<file path="src/rtl/spi_slave_shifter_pkg.sv">
// ---------------------------------------------------------------------------
// spi_slave_shifter_pkg
// Shared definitions for the SPI responder data path: default character
// length, default synchronizer depth, FSM state encoding and the latched
// transfer-mode bundle.
// No ports (package).
// ---------------------------------------------------------------------------
package spi_slave_shifter_pkg;

    localparam int SLV_CHAR_LEN_DEF    = 8;
    localparam int SLV_SYNC_STAGES_DEF = 2;

    typedef enum logic {
        SLV_IDLE   = 1'b0,
        SLV_ACTIVE = 1'b1
    } slv_state_t;

    // Transfer mode, frozen for the duration of a selection.
    typedef struct packed {
        logic cpol;
        logic cpha;
        logic lsb_first;
    } slv_mode_t;

endpackage

</file>
<file path="src/rtl/spi_slave_sync.sv">
// ---------------------------------------------------------------------------
// spi_slave_sync
// Brings one asynchronous SPI pin into the wb_clk_in domain through a
// STAGES-deep synchronizer chain, followed by a registered edge detector.
// Ports:
//   wb_clk_in  in   system clock
//   wb_rst     in   asynchronous active-high reset
//   pin_in     in   asynchronous pin
//   level      out  synchronized level
//   rise/fall  out  one-cycle edge strobes, valid STAGES+1 cycles after
//                   the pin edge
// ---------------------------------------------------------------------------
module spi_slave_sync #(
    parameter int   STAGES  = 2,
    parameter logic RST_VAL = 1'b0
) (
    input  logic wb_clk_in,
    input  logic wb_rst,
    input  logic pin_in,
    output logic level,
    output logic rise,
    output logic fall
);

    logic [STAGES-1:0] chain;
    logic              level_d;

    // NOTE: sequential state uses non-blocking assignments so every flop
    // samples the pre-edge value of its neighbour and the chain really shifts.
    always_ff @(posedge wb_clk_in or posedge wb_rst) begin
        if (wb_rst) begin
            chain   <= {STAGES{RST_VAL}};
            level_d <= RST_VAL;
            rise    <= 1'b0;
            fall    <= 1'b0;
        end else begin
            chain   <= {chain[STAGES-2:0], pin_in};
            level_d <= chain[STAGES-1];
            rise    <= chain[STAGES-1] & ~level_d;
            fall    <= ~chain[STAGES-1] & level_d;
        end
    end

    assign level = chain[STAGES-1];

endmodule

</file>
<file path="src/rtl/spi_slave_shifter.sv">
// ---------------------------------------------------------------------------
// spi_slave_shifter
// SPI responder data path. SCLK/SS_N/MOSI are oversampled on wb_clk_in;
// fixed-length characters in all four CPOL/CPHA modes, either bit order.
// Ports:
//   wb_clk_in, wb_rst          system clock, async active-high reset
//   sclk_in, ss_n_in, mosi_in  SPI pins from the master (asynchronous)
//   miso_out, miso_oe          slave-out data and its output enable
//   cpol, cpha, lsb_first      transfer mode, sampled only while idle
//   tx_data, tx_load, tx_ready TX holding register write port
//   rx_data, rx_valid, rx_ack  received character handshake
//   overrun, underrun          one-cycle error pulses
//   busy                       high while selected
// ---------------------------------------------------------------------------
module spi_slave_shifter
    import spi_slave_shifter_pkg::*;
#(
    parameter int CHAR_LEN    = SLV_CHAR_LEN_DEF,
    parameter int SYNC_STAGES = SLV_SYNC_STAGES_DEF
) (
    input  logic                wb_clk_in,
    input  logic                wb_rst,
    input  logic                sclk_in,
    input  logic                ss_n_in,
    input  logic                mosi_in,
    output logic                miso_out,
    output logic                miso_oe,
    input  logic                cpol,
    input  logic                cpha,
    input  logic                lsb_first,
    input  logic [CHAR_LEN-1:0] tx_data,
    input  logic                tx_load,
    output logic                tx_ready,
    output logic [CHAR_LEN-1:0] rx_data,
    output logic                rx_valid,
    input  logic                rx_ack,
    output logic                overrun,
    output logic                underrun,
    output logic                busy
);

    localparam int               CNT_W    = $clog2(CHAR_LEN);
    localparam logic [CNT_W-1:0] LAST_BIT = CNT_W'(CHAR_LEN - 1);

    logic sclk_lvl, sclk_rise, sclk_fall;
    logic ss_n_lvl, ss_rise, ss_fall;
    logic mosi_lvl, mosi_rise, mosi_fall;
    logic unused_sync;

    slv_state_t          state, state_nxt;
    slv_mode_t           mode_q, mode;
    logic [CNT_W-1:0]    bit_cnt;
    logic [CHAR_LEN-1:0] rx_sr, rx_next, tx_sr, tx_adv, tx_hold, reload_val;
    logic                reload_pend, skip_first;
    logic                active, start_evt, lead_stb, trail_stb;
    logic                sample_stb, shift_stb, char_done, do_reload;
    logic                miso_reload, miso_adv;

    spi_slave_sync #(.STAGES(SYNC_STAGES), .RST_VAL(1'b0)) u_sync_sclk (
        .wb_clk_in(wb_clk_in), .wb_rst(wb_rst), .pin_in(sclk_in),
        .level(sclk_lvl), .rise(sclk_rise), .fall(sclk_fall)
    );

    spi_slave_sync #(.STAGES(SYNC_STAGES), .RST_VAL(1'b1)) u_sync_ss_n (
        .wb_clk_in(wb_clk_in), .wb_rst(wb_rst), .pin_in(ss_n_in),
        .level(ss_n_lvl), .rise(ss_rise), .fall(ss_fall)
    );

    spi_slave_sync #(.STAGES(SYNC_STAGES), .RST_VAL(1'b0)) u_sync_mosi (
        .wb_clk_in(wb_clk_in), .wb_rst(wb_rst), .pin_in(mosi_in),
        .level(mosi_lvl), .rise(mosi_rise), .fall(mosi_fall)
    );

    // Only edges of SCLK/SS_N and the level of MOSI are consumed.
    assign unused_sync = &{1'b0, sclk_lvl, ss_n_lvl, mosi_rise, mosi_fall};

    // ---------------- FSM: state register ----------------
    always_ff @(posedge wb_clk_in or posedge wb_rst) begin
        if (wb_rst) state <= SLV_IDLE;
        else        state <= state_nxt;
    end

    // ---------------- FSM: next state ----------------
    // NOTE: default assignment first so every path assigns state_nxt and no
    // latch is inferred.
    always_comb begin
        state_nxt = state;
        case (state)
            SLV_IDLE:   if (ss_fall) state_nxt = SLV_ACTIVE;
            SLV_ACTIVE: if (ss_rise) state_nxt = SLV_IDLE;
        endcase
    end

    // ---------------- FSM: outputs ----------------
    always_comb begin
        miso_oe = (state == SLV_ACTIVE);
        busy    = (state == SLV_ACTIVE);
    end

    // While idle the live mode pins are used, so the entry cycle already
    // sees the mode that gets frozen for the selection.
    assign mode = (state == SLV_IDLE) ? slv_mode_t'({cpol, cpha, lsb_first}) : mode_q;

    // Deselection wins over any SCLK strobe landing in the same cycle.
    assign active     = (state == SLV_ACTIVE) && !ss_rise;
    assign start_evt  = (state == SLV_IDLE) && ss_fall;
    assign lead_stb   = mode.cpol ? sclk_fall : sclk_rise;
    assign trail_stb  = mode.cpol ? sclk_rise : sclk_fall;
    assign sample_stb = active && (mode.cpha ? trail_stb : lead_stb);
    assign shift_stb  = active && (mode.cpha ? lead_stb : trail_stb);
    assign char_done  = sample_stb && (bit_cnt == LAST_BIT);

    assign rx_next = mode.lsb_first ? {mosi_lvl, rx_sr[CHAR_LEN-1:1]}
                                    : {rx_sr[CHAR_LEN-2:0], mosi_lvl};
    assign tx_adv  = mode.lsb_first ? (tx_sr >> 1) : (tx_sr << 1);

    // An empty holding register sends zeros.
    assign reload_val  = tx_ready ? '0 : tx_hold;
    assign do_reload   = start_evt || (shift_stb && reload_pend);
    assign miso_reload = mode.lsb_first ? reload_val[0] : reload_val[CHAR_LEN-1];
    assign miso_adv    = mode.lsb_first ? tx_adv[0]     : tx_adv[CHAR_LEN-1];

    // ---------------- data path ----------------
    always_ff @(posedge wb_clk_in or posedge wb_rst) begin
        if (wb_rst) begin
            mode_q      <= '0;
            bit_cnt     <= '0;
            rx_sr       <= '0;
            tx_sr       <= '0;
            tx_hold     <= '0;
            tx_ready    <= 1'b1;
            rx_data     <= '0;
            rx_valid    <= 1'b0;
            overrun     <= 1'b0;
            underrun    <= 1'b0;
            miso_out    <= 1'b0;
            reload_pend <= 1'b0;
            skip_first  <= 1'b0;
        end else begin
            overrun  <= 1'b0;
            underrun <= 1'b0;

            if (state == SLV_IDLE) mode_q <= mode;

            // TX side: a reload frees the holding register, and a coincident
            // tx_load refills it with the new value.
            if (do_reload) begin
                tx_sr    <= reload_val;
                miso_out <= miso_reload;
                underrun <= tx_ready;
                tx_ready <= !tx_load;
                if (tx_load) tx_hold <= tx_data;
            end else begin
                if (tx_load && tx_ready) begin
                    tx_hold  <= tx_data;
                    tx_ready <= 1'b0;
                end
                if (shift_stb) begin
                    // With cpha=1 the first leading edge only starts the
                    // character; bit 0 is already on MISO.
                    if (skip_first) begin
                        skip_first <= 1'b0;
                    end else begin
                        tx_sr    <= tx_adv;
                        miso_out <= miso_adv;
                    end
                end
            end

            // RX side and bit counter.
            if (start_evt) begin
                bit_cnt     <= '0;
                reload_pend <= 1'b0;
                skip_first  <= mode.cpha;
            end else if ((state == SLV_ACTIVE) && ss_rise) begin
                bit_cnt     <= '0;
                reload_pend <= 1'b0;
                skip_first  <= 1'b0;
                miso_out    <= 1'b0;
            end else begin
                if (shift_stb && reload_pend) reload_pend <= 1'b0;
                if (sample_stb) begin
                    rx_sr <= rx_next;
                    if (char_done) begin
                        bit_cnt     <= '0;
                        rx_data     <= rx_next;
                        reload_pend <= 1'b1;
                    end else begin
                        bit_cnt <= bit_cnt + CNT_W'(1);
                    end
                end
            end

            if (char_done) begin
                rx_valid <= 1'b1;
                overrun  <= rx_valid && !rx_ack;
            end else if (rx_ack) begin
                rx_valid <= 1'b0;
            end
        end
    end

endmodule
</file>
<file path="config.mk">
export PLATFORM = sky130hd
export DESIGN_NAME = spi_slave_shifter
export DESIGN_NICKNAME = d
export VERILOG_FILES = /design/src/rtl/spi_slave_shifter_pkg.sv /design/src/rtl/spi_slave_sync.sv /design/src/rtl/spi_slave_shifter.sv
export SDC_FILE = /design/constraint.sdc
export NUM_CORES = 1
export LEC_CHECK = 0
export BUFFER_PORTS_ARGS = -buffer_cell sky130_fd_sc_hd__buf_4
export CELL_PAD_IN_SITES_DETAIL_PLACEMENT = 1
export CELL_PAD_IN_SITES_GLOBAL_PLACEMENT = 2
export CORE_MARGIN = 4
export CORE_UTILIZATION = 40
export CTS_CLUSTER_DIAMETER = 40
export DETAILED_ROUTE_END_ITERATION = 12
export GPL_TIMING_DRIVEN = 0
export MAX_ROUTING_LAYER = met4
export PLACE_DENSITY = 0.87
export SYNTH_ARGS = -nofsm -noshare
export SYNTH_HDL_FRONTEND = slang
export SYNTH_HIERARCHICAL = 1
export SYNTH_SLANG_ARGS = --single-unit
</file>
<file path="constraint.sdc">
create_clock -name wb_clk_in -period 2.4 [get_ports wb_clk_in]
set_input_delay 0 -clock wb_clk_in [delete_from_list [all_inputs] [get_ports wb_clk_in]]
set_output_delay 0 -clock wb_clk_in [all_outputs]
set_load 0.01 [all_outputs]
</file>
==> results of run 1 <==
-- timing repair --
action                                 4_1_cts  5_1_grt
endpoints found under the hold margin       75        0
buffers inserted                             0        0
gates resized for setup                      0        0
hold buffers                                16        0
-- per-stage QoR --
stage | cells | instance area, um2 | worst slack (ns) | hold WS, ns
final | 338 | 3340 | 0.232 | 0.0959
after global routing | 338 | 3340 | 0.117 | 0.110
after CTS | 338 | 3340 | 0.209 | 0.0773
after detailed placement | 306 | 2970 | 0.227 | -0.107
after global placement | 305 | 2950 | 0.235 | -0.116
after floorplan | 196 | 2620 | 0.463 | -0.259
-- power breakdown --
group | total, mW | internal (mW) | leakage [nW] | switching, mW
clock | 0.940 | 0.535 | 0.0986 | 0.405
sequential | 1.37 | 1.21 | 0.735 | 0.162
combinational | 0.780 | 0.458 | 0.728 | 0.323
-- registers in the layout (all words and copies together), names as in the netlist, 2 cells and up --
register and flops:
bit_cnt 3, mode_q 3, rx_data 8, rx_sr 8, tx_hold 8, tx_sr 8
u_sync_mosi/chain 2, u_sync_sclk/chain 2, u_sync_ss_n/chain 2
-- area by class of cell --
type                    instances  area, um2  area share
well taps                      77       96.3      0.0289
multi-input cells             122       1080       0.322
flip-flops and latches         58       1460       0.436
clock buffers                  12        155      0.0465
clock inverters                 4       50.0      0.0150
inverters                       7       26.3     0.00787
repair buffers                 49        420       0.126
plain buffers                   9       57.6      0.0172
-- layout by cell type, fill, tap and decap left out, types with 2 or more instances in the layout --
cell type	n
dfrtp_1	54
nor4bb_1	2
ha_1	2
nand2_1	4
buf_4	36
dfstp_2	4
clkbuf_8	11
a21oi_1	2
mux2i_1	15
dlygate4sd3_1	16
nand4b_1	2
inv_1	6
and2b_2	2
clkinvlp_4	2
nor2b_1	12
clkbuf_1	4
mux2_2	42
nand2b_1	3
o21ai_0	17
and2_1	2
-- per-layer routing --
metal,GRT usage,part of all wire,up-vias
met5,-,0,-
li1,-,-,805
met4,0.0865,0.022,0
met3,0.0335,0.025,9
met1,0.211,0.46,862
met2,0.250,0.49,22
-- worst max path at each step --
stage | startpoint | slack [ns] | endpoint
2_1_floorplan | busy | 0.46 | rx_sr[2]
3_3_place_gp | busy | 0.24 | rx_data[4]
3_5_place_dp | busy | 0.23 | rx_data[4]
4_1_cts | busy | 0.21 | rx_data[4]
5_1_grt | busy | 0.12 | rx_sr[0]
6_report | busy | 0.23 | rx_data[4]
-- worst max-delay path, stage by stage, from the launching register on --
cell,delay (ns)
dfrtp_1,0.50
mux2i_2,0.63
buf_4,0.30
mux2_2,0.36
mux2_2,0.26
==> key figures, run 1 <==
Worst setup path
  – CP required: 2.62 ns
  – Crit start category: flip-flop
  – Worst R2R Setup Slack: 0.23 ns
  – RR Startpoint: busy
  – Critical Path End Type: flip-flop
  – Worst R2R End: rx_data[4]
  – Crit Path Class: flip-flop to flip-flop
  – Crit Path Max Fanout: 10
  – Worst reg2reg path depth: 4
  – Arrival time worst endpoint: 2.39 ns

Timing
  – Final setup viols: 0
  – Final Cycle Share: 0.903
  – Fmax: 0.461 GHz
  – Fin. Hold Viols: 0
  – Final Critical Period: 2.17 ns
  – Clock Skews: 0.00541 ns
  – Slew Limit Headroom: 0.555
  – RSZ-0062 raised after global routing: no
  – Max-slew violations: 0
  – Final setup TNS: 0 ns
  – Actual slew at the worst max-slew pin: 0.655 ns

Synth
  – Ys Warns: 6
  – Synth Area per Inst: 13.3 um2
  – Mapped Nets: 216
  – Cell Area, Synth: 0.00262 mm2
  – Mapped Cells: 196

Floorplan
  – Rows: 29
  – Die area: 0.00790 mm2
  – Core area: 0.00635 mm2
  – Die Y-Extent: 88.9 um
  – Initial cell density of the core: 0.412
  – Io pins: 33
  – Width of the die: 88.9 um

Routing
  – Drt total wl: 5.47 mm
  – Vias post-DR: 1698
  – DR WL/cell: 16.2 um
  – # DRC: 0
  – DR iter-0 viols: 98
  – Drt first pass iters: 4
  – Antenna-violating nets left: 0
  – Via-to-Cell Ratio: 5.02

GRT
  – Initial antenna violation count: 0
  – Largest net degree at the start of global routing: 35
  – Vias in the first global route: 1866
  – All-Layer GR Usage: 0.166
  – Remaining global-route overflow: 0
  – Global-route wire length before repair: 9.38 mm

Power and ir drop
  – Pleak: 1.56 nW
  – PwrDens: 927 mW/mm2
  – VDD IR max: 0.411 mV
  – Total Power: 3.09 mW

Cells and area
  – FILL cells: 647
  – Layout Area Growth over Synthesis: 27.6%
  – Fin util: 0.526
  – Share of layout cells above drive strength 1: 0.421
  – Antenna Cells: 0
  – Final nets: 276

Hold path
  – HP Class: input pin to asynchronous set/reset pin

Placement
  – Port bufs: 32
  – Routability congestion estimate: 0.741
  – HPWL after DPL: 3.74 mm

CTS
  – Clk slew on worst S/H paths: 0.07 ns
  – Skew-Pair Late Insertion Delay: 0.34 ns
  – CTS buffer count: 9
  – Clk root buf: clkbuf_8
  – CTS tree: yes
  – Clock buffer depth: 2
  – Num Clock Sinks: 58
  – H-Tree Depth: 3

Run status
  – Status: finished, final reports clean

Run
  – MaxCap Viol Count: 0
Power figures use the tool's default switching activity.
==> run 2: changes to the inputs <==
--- a/config.mk
+++ b/config.mk
@@ -9,12 +9,12 @@
 export CELL_PAD_IN_SITES_DETAIL_PLACEMENT = 1
 export CELL_PAD_IN_SITES_GLOBAL_PLACEMENT = 2
 export CORE_MARGIN = 4
-export CORE_UTILIZATION = 40
+export CORE_UTILIZATION = 43
 export CTS_CLUSTER_DIAMETER = 40
 export DETAILED_ROUTE_END_ITERATION = 12
 export GPL_TIMING_DRIVEN = 0
 export MAX_ROUTING_LAYER = met4
-export PLACE_DENSITY = 0.87
+export PLACE_DENSITY = 0.92
 export SYNTH_ARGS = -nofsm -noshare
 export SYNTH_HDL_FRONTEND = slang
 export SYNTH_HIERARCHICAL = 1
==> constraint.sdc (replaced) <==
create_clock -name wb_clk_in -period 2.7 [get_ports wb_clk_in]
set_input_delay 0 -clock wb_clk_in [delete_from_list [all_inputs] [get_ports wb_clk_in]]
set_output_delay 0 -clock wb_clk_in [all_outputs]
set_load 0.01 [all_outputs]
==> run 2 against run 1 <==
Net effect: clock power up 0.9%; die area down 6.4%; non-clock buffer count unchanged; largest cell class unchanged.
==> key figures, run 2 (synthesized netlist as in run 1, its figures left out) <==
Placement
  – HPWL after DPL: 3.83 mm (+2.4%)
  – Port bufs: 32 (unchanged)
  – Setup WS pre-CTS: 0.480 ns (+0.253 ns)
  – Routability congestion estimate: 0.784 (+5.8%)

Floorplan
  – Rows: 28 (-3.4%)
  – Width of the die: 86 um (-3.2%)
  – Io pins: 33 (unchanged)
  – Initial cell density of the core: 0.442 (+0.0299)
  – Core area: 0.00592 mm2 (-6.8%)
  – Die area: 0.00740 mm2 (-6.4%)
  – Die Y-Extent: 86 um (-3.2%)

Power and ir drop
  – Total internal power: 2.08 mW (-5.7%)
  – Total Power: 2.90 mW (-6.4%)
  – Clock power frac: 0.327 (+0.023)
  – Comb power frac: 0.249 (-0.003)
  – Part of the power in registers: 0.424 (-0.020)
  – Psw: 0.817 mW (-8.2%)
  – VDD IR max: 0.478 mV (+16%)
  – Switching Fraction: 0.282 (-0.00556)
  – Pleak: 1.58 nW (+1.3%)
  – PwrDens: 859 mW/mm2 (-7.3%)

Cells and area
  – Final nets: 276 (unchanged)
  – Layout Area Growth over Synthesis: 28.8%
  – Most frequent cells in the layout: 54 x dfrtp_1, 42 x mux2_2, 36 x buf_4
  – Commonest non-fill, non-tap cell in the layout: dfrtp_1
  – Share of layout cells above drive strength 1: 0.425 (+0.00383)

CTS
  – Post-CTS Setup Bufs: 0 (unchanged)
  – Clock buffer depth: 2 (unchanged)
  – Num Clock Sinks: 58 (unchanged)
  – Skew-Pair Late Insertion Delay: 0.34 ns (about the same)
  – Cts hold-fix bufs: 16 (unchanged)
  – Clk slew on worst S/H paths: 0.07 ns (about the same)
  – Clk root buf: clkbuf_8
  – CTS buffer count: 9 (unchanged)
  – Post_cts resized: 0 (unchanged)
  – H-Tree Depth: 3 (unchanged)
  – CTS tree: yes

Worst setup path
  – CP required: 2.92 ns (+0.30 ns)
  – Worst reg2reg path depth: 4 (unchanged)
  – Worst-path cell chain: mux2i_2, buf_4, mux2_2, mux2_2
  – Critical Path End Type: flip-flop
  – Most used cell, CP: mux2_2
  – Crit path largest cell delay: 0.65 ns (+0.02 ns)
  – Arrival time worst endpoint: 2.44 ns (+0.05 ns)
  – Crit start category: flip-flop
  – CP max-delay cell: mux2i_2
  – Crit Path Max Fanout: 10 (unchanged)
  – Crit Path Class: flip-flop to flip-flop

GRT
  – Initial antenna violation count: 0 (unchanged)
  – All-Layer GR Usage: 0.190 (+0.0246)
  – Global-route wire length before repair: 10.1 mm (+7.9%)
  – Vias in the first global route: 1955 (+4.8%)
  – Remaining global-route overflow: 0 (unchanged)
  – Largest net degree at the start of global routing: 38 (+8.6%)

Timing
  – Fin. Hold Viols: 0 (unchanged)
  – Final setup TNS: 0 ns (unchanged)
  – RSZ-0062 raised after global routing: no
  – Final Cycle Share: 0.820 (-0.0832)
  – Fmax: 0.452 GHz (-2.1%)
  – Actual slew at the worst max-slew pin: 0.675 ns (+0.0202 ns)
  – Final Critical Period: 2.21 ns (+0.0464 ns)
  – Slew Limit Headroom: 0.541 (-0.0138)
  – Clock Skews: 0.00673 ns (+0.00132 ns)
  – Final setup viols: 0 (unchanged)
  – Final worst slack: 0.486 ns (+0.254 ns)
  – Max-slew violations: 0 (unchanged)

Run status
  – Status: finished, final reports clean

Routing
  – # DRC: 0 (unchanged)
  – Vias post-DR: 1751 (+3.1%)
  – WL met1: 2.54 mm (+0.55%)
  – Antenna-violating nets left: 0 (unchanged)
  – Drt first pass iters: 4 (unchanged)
  – Via-to-Cell Ratio: 5.20 (+3.4%)
  – Drt total wl: 5.92 mm (+8.2%)
  – Max Used Layer: met4
  – Detail Route met3 WL: 170 um (+24%)
  – DR WL/cell: 17.6 um (+8.5%)
  – Met2 Routed Length: 3.05 mm (+13%)
  – DR iter-0 viols: 113 (+15%)

Run
  – MaxCap Viol Count: 0 (unchanged)

Hold path
  – HP Class: input pin to asynchronous set/reset pin
run 2: changes by cell type in the layout (fill, tap and decap cells not counted):
cell,delta
clkbuf_8,+1
diode_2,+1
bufinv_16,+1
clkinvlp_4,-1
clkbuf_1,-1
run 2: path summary, 6_finish.rpt:
path,slack (ns),startpoint,to
worst max register to register,0.49,busy,rx_sr[4]
worst max-delay path,0.49,busy,rx_sr[4]
max in group asynchronous,2.05,wb_rst,rx_sr[4]
worst min-delay path,0.09,wb_rst,u_sync_mosi/chain[1]
worst min register to register,0.35,u_sync_mosi/chain[0],u_sync_mosi/chain[1]
min in group wb_clk_in,0.27,lsb_first,mode_q[0]
run 2: per-layer routing:
metal  vias up  global-route usage
met3        12              0.0403
met1       897               0.231
met4         0               0.106
met2        29               0.295
li1        813                   -
met5         -                   -
run 2: per-stage QoR:
step           hold WS [ns]   util  area (um2)  std cells
6_report             0.0943  0.569        3370        337
5_1_grt              0.0967  0.569        3370        336
3_3_place_gp         -0.117  0.498        2950        303
2_1_floorplan        -0.259      -        2620        196
3_5_place_dp         -0.103  0.502        2970        304
4_1_cts              0.0768  0.569        3370        336
run 2: final cells by class:
type                    instances  area (um2)
repair buffers                 49         420
flip-flops and latches         58        1460
inverters                       7        26.3
multi-input cells             122        1080
fillers                       604        2550
clock inverters                 4        72.6
plain buffers                   9        57.6
clock buffers                  12         165
well taps                      75        93.8
diodes                          1        2.50
run 2: critical path, delay by kind of cell, from the launching register on:
kind	cells	cell delay (ns)
flip-flops	1	0.50
multiplexers	3	1.29
buffers and inverters	1	0.31
run 2: power by group through the flow:
stage                     clock network (mW)  registers [mW]  logic [mW]
after floorplan                            0            1.19       0.534
after global placement                     0            1.22       0.656
after detailed placement                   0            1.24       0.691
after CTS                              0.972            1.23       0.724
after global routing                    1.02            1.26       0.803
final                                  0.948            1.23       0.721
